## src/rtl/regfile_sb.sv

```systemverilog
// Register file with per-register busy scoreboard: two combinational read ports,
// one write-back port that retires a producer, one alloc port that issues one.
module regfile_sb #(
    parameter int WORD_SIZE = 16,
    parameter int ADDR_W    = 2,
    parameter bit BYPASS    = 1'b1
) (
    input  logic                 clk,
    input  logic                 reset_n,
    input  logic [ADDR_W-1:0]    rd_addr1,
    input  logic [ADDR_W-1:0]    rd_addr2,
    output logic [WORD_SIZE-1:0] rd_data1,
    output logic [WORD_SIZE-1:0] rd_data2,
    output logic                 rd_busy1,
    output logic                 rd_busy2,
    input  logic                 we,
    input  logic [ADDR_W-1:0]    wr_addr,
    input  logic [WORD_SIZE-1:0] wr_data,
    input  logic                 alloc_en,
    input  logic [ADDR_W-1:0]    alloc_addr,
    output logic [ADDR_W:0]      busy_cnt
);
    localparam int NUM_REGS = 2 ** ADDR_W;

    logic [NUM_REGS-1:0][WORD_SIZE-1:0] regs;
    logic [NUM_REGS-1:0]                busy;
    logic [NUM_REGS-1:0]                busy_nxt;
    logic [ADDR_W:0]                    cnt_nxt;
    logic                               fwd1;
    logic                               fwd2;

    // Clear before set so an alloc to the register being written keeps it busy.
    always_comb begin
        busy_nxt = busy;
        if (we)
            busy_nxt[wr_addr] = 1'b0;
        if (alloc_en)
            busy_nxt[alloc_addr] = 1'b1;
    end

    always_comb begin
        cnt_nxt = '0;
        for (int i = 0; i < NUM_REGS; i++)
            cnt_nxt = cnt_nxt + (ADDR_W+1)'(busy_nxt[i]);
    end

    always_ff @(posedge clk) begin
        if (!reset_n) begin
            regs     <= '0;
            busy     <= '0;
            busy_cnt <= '0;
        end else begin
            if (we)
                regs[wr_addr] <= wr_data;
            busy     <= busy_nxt;
            busy_cnt <= cnt_nxt;
        end
    end

    // A forwarded read sees the value being retired, so its producer is no longer pending.
    assign fwd1 = BYPASS && we && (wr_addr == rd_addr1);
    assign fwd2 = BYPASS && we && (wr_addr == rd_addr2);

    assign rd_data1 = fwd1 ? wr_data : regs[rd_addr1];
    assign rd_data2 = fwd2 ? wr_data : regs[rd_addr2];
    assign rd_busy1 = fwd1 ? 1'b0 : busy[rd_addr1];
    assign rd_busy2 = fwd2 ? 1'b0 : busy[rd_addr2];
endmodule

```

## config.mk

```make
export PLATFORM = sky130hd
export DESIGN_NAME = regfile_sb
export DESIGN_NICKNAME = d
export VERILOG_FILES = /design/src/rtl/regfile_sb.sv
export SDC_FILE = /design/constraint.sdc
export NUM_CORES = 1
export LEC_CHECK = 0
export BUFFER_PORTS_ARGS = -buffer_cell sky130_fd_sc_hd__buf_2
export CAP_MARGIN = 20
export CORE_MARGIN = 2
export CORE_UTILIZATION = 62
export CTS_CLUSTER_SIZE = 40
export DETAILED_ROUTE_END_ITERATION = 8
export PLACE_DENSITY = 0.83
export SLEW_MARGIN = 10
export SYNTH_ARGS = -nofsm -noshare
export SYNTH_HDL_FRONTEND = slang
export SYNTH_SLANG_ARGS = --single-unit
```

## constraint.sdc

```tcl
create_clock -name clk -period 8 [get_ports clk]
set_clock_uncertainty 0.2 [all_clocks]
set_input_delay 0.8 -clock clk [delete_from_list [all_inputs] [get_ports clk]]
set_output_delay 0.8 -clock clk [all_outputs]
set_load 0.05 [all_outputs]
```

==> run_results.csv <==
group,metric,value,unit
global_routing,antenna_found_initial,0,
floorplanning,core_area,6420,um2
final_layout,multi_input_area,2530,um2
floorplanning,initial_utilization,65.0,%
sta,worst_slack,4.51,ns
synth,synth_edf_count,0,
power,leakagePower,1.97,nW
detailed_routing,drt_iter0_markers,208,
worst_setup_path,critPathSlowestCell,"mux4_1",
sta,fmax,0.287,GHz
power,peakVddDrop,0.107,mV
power,pwr-share-seq,44.6,%
cts,h-tree-depth,3,
sta,period_share,43.6,%
global_routing,gr-usage-all-layers,26.8,%
synth,synthFlopType,"dfxtp_1",
cts,post_cts_buffers,0,
synth,synthTopCellsByArea,"dfxtp_1 34%, nand2_1 12%, mux4_1 11%",
power,p_clk_share,34.4,%
final_layout,n_fill_cell,486,
placement,place_congestion,0.773,
power,combPwrFrac,21.0,%
sta,hold_viol,0,
placement,pre_cts_ws,4.49,ns
final_layout,final_area,4590,um2
synth,synth_top_cell_area_share,34.1,%
run,cap_violations,0,
worst_setup_path,crit_type,"input pin to output port",
worst_setup_path,end_kind,"output port",
floorplanning,dieArea,7400,um2
placement,port-buffer-count,64,
detailed_routing,via_count,3199,
floorplanning,row_count,29,
cts,clock_latency,0.35,ns
cts,cts_tree,"done",
synth,yosys.area.top_type,"dfxtp_1",
cts,cts_buffers,9,
global_routing,grt_max_degree,72,
global_routing,grt_pass1_vias,3077,
synth,syn_area_per_cell,10.5,um2
worst_setup_path,critPathMaxStageDelay,0.64,ns
detailed_routing,drt-vias-per-instance,6.12,
outcome,status,"finished, final reports clean",
power,power,0.840,mW
global_routing,overflow,0,
floorplanning,ios,65,
worst_setup_path,path_cells,"buf_2, mux4_1, mux2_1, buf_2",
global_routing,grt_pass1_wl,15.1,mm
synth,yosys_warnings,0,
floorplanning,die_width,86.0,um
floorplanning,chipHeight,86.0,um
final_layout,drive_above_1_share,30.3,%
final_layout,final-seq-area,1420,um2
final_layout,layout.nets,472,
sta,finalCriticalPeriod,3.49,ns
cts,clk_pin_slew,0.07,ns
sta,rsz0062_at_grt,"false",
power,sw_frac_of_total,30.8,%
power,power_per_cell_area,183,nW/um2
detailed_routing,drt-wirelength-per-cell,18.4,um
worst_hold_path,hold_path.class,"flop to flop",
placement,postPlaceCellArea,4390,um2
synth,synth_cell_types,31,
final_layout,fin_util,71.4,%
synth,synthTopCellsByCount,"129 x nand2_1, 71 x dfxtp_1, 42 x a21boi_0",
synth,netlist_instances,396,
synth,synthMostInstantiatedCell,"nand2_1",
sta,setup_viol,0,
synth,syn_area,4170,um2
sta,final.setup.tns,0,ns
cts,cts_sinks,71,
worst_setup_path,worstPathRequired,7.00,ns
synth,synth.ff_latch_count,71,
detailed_routing,drt_pass1_iterations,5,
worst_setup_path,path_buf_inv,2,
detailed_routing,ant_nets,0,
final_layout,insertedDiodeCount,0,
detailed_routing,wirelength,9.60,mm
placement,dpl.hpwl,5.92,mm
cts,cts_root_buffer,"clkbuf_8",
worst_setup_path,critical_path_arrival,2.49,ns
power,internal-power,0.581,mW
synth,synth_fp_nets,427,
cts,post_cts_resize_count,0,
worst_setup_path,crit_top_cell,"buf_2",
detailed_routing,drcViolationCount,0,
synth,synth-seq-area-share,34.1,%
final_layout,fin_cells,523,
cts,cts.hold.buffers_added,0,
worst_setup_path,cpLargestDelayFamily,"multiplexers",
sta,tightestPinTransition,1.03,ns
final_layout,areaGrowthSynthToFinish,9.99,%
placement,dp_cells,507,
sta,final_max_slew_viol_count,0,
worst_setup_path,start_kind,"input pin",
sta,slew_headroom,31.6,%
worst_setup_path,critPathMaxFanout,18,
sta,hold_ws,0.264,ns
power,power_switching,0.259,mW
synth,async_flop_share,0,%
cts,cts.path.max_buffers,2,
[state kept, by name (all words and copies together), names as in the netlist]
| register | count |
|---|---|
| busy_cnt | 3 |
| busy | 4 |
| regs | 64 |
[worst reg2reg max path: stages (launching register included)]
cell	delay, ns
dfxtp_1	0.33
a2bb2oi_1	0.17
inv_1	0.09
fa_1	0.49
ha_1	0.21
ha_1	0.26
and2_1	0.15
[power by group through the flow]
stage          registers (mW)  clock network, mW  logic [mW]
2_1_floorplan           0.385                  0       0.137
3_3_place_gp            0.381                  0       0.172
3_5_place_dp            0.383                  0       0.176
4_1_cts                 0.374              0.293       0.176
5_1_grt                 0.376              0.306       0.186
6_report                0.375              0.289       0.176
[cell families after synthesis]
kind of cell    after synthesis  share of synthesized area, %
simple gates                149                          15.5
flops                        71                          34.1
compound gates               68                          12.4
mux                          66                          30.1
buf+inv                      35                          5.37
xor+xnor                      4                          1.56
fa+ha+maj                     3                          1.08
[layout make-up]
| type | instances | share of cell area (%) |
|---|---|---|
| sequential | 71 | 31.0 |
| tap | 77 | 2.10 |
| multi-input combinational | 290 | 55.1 |
| timing repair buffer | 66 | 7.31 |
| clock inverter | 6 | 1.31 |
| clock buffer | 10 | 3.00 |
| inverter | 3 | 0.245 |
[final timing paths]
kind / depth (start not counted) / endpoint / slack, ns / startpoint
max: 4 / rd_data2[9] / 4.51 / rd_addr2[1]
min: 2 / regs[6] / 0.26 / regs[6]
max reg2reg: 6 / busy_cnt[1] / 6.01 / busy[0]
min reg2reg: 2 / regs[6] / 0.26 / regs[6]
[metal layers]
layer / vias to the layer above / track usage [%] / wire, um
met4: 0 / 10.5 / 146
li1: 1487 / - / -
met1: 1551 / 32.5 / 3880
met2: 142 / 46.7 / 4910
met3: 19 / 5.49 / 666
met5: - / 0 / 0
[layout by cell type, fill, tap and decap left out, types with 4 or more instances in the layout]
master      n
nand2_1   129
mux2_4     16
mux2_2     14
a21boi_0   42
a21boi_1   22
dfxtp_1    71
and2_1      7
xnor2_2     4
buf_2      64
mux4_2     16
mux4_1     18
clkbuf_8   10
Power figures use the tool's default switching activity.
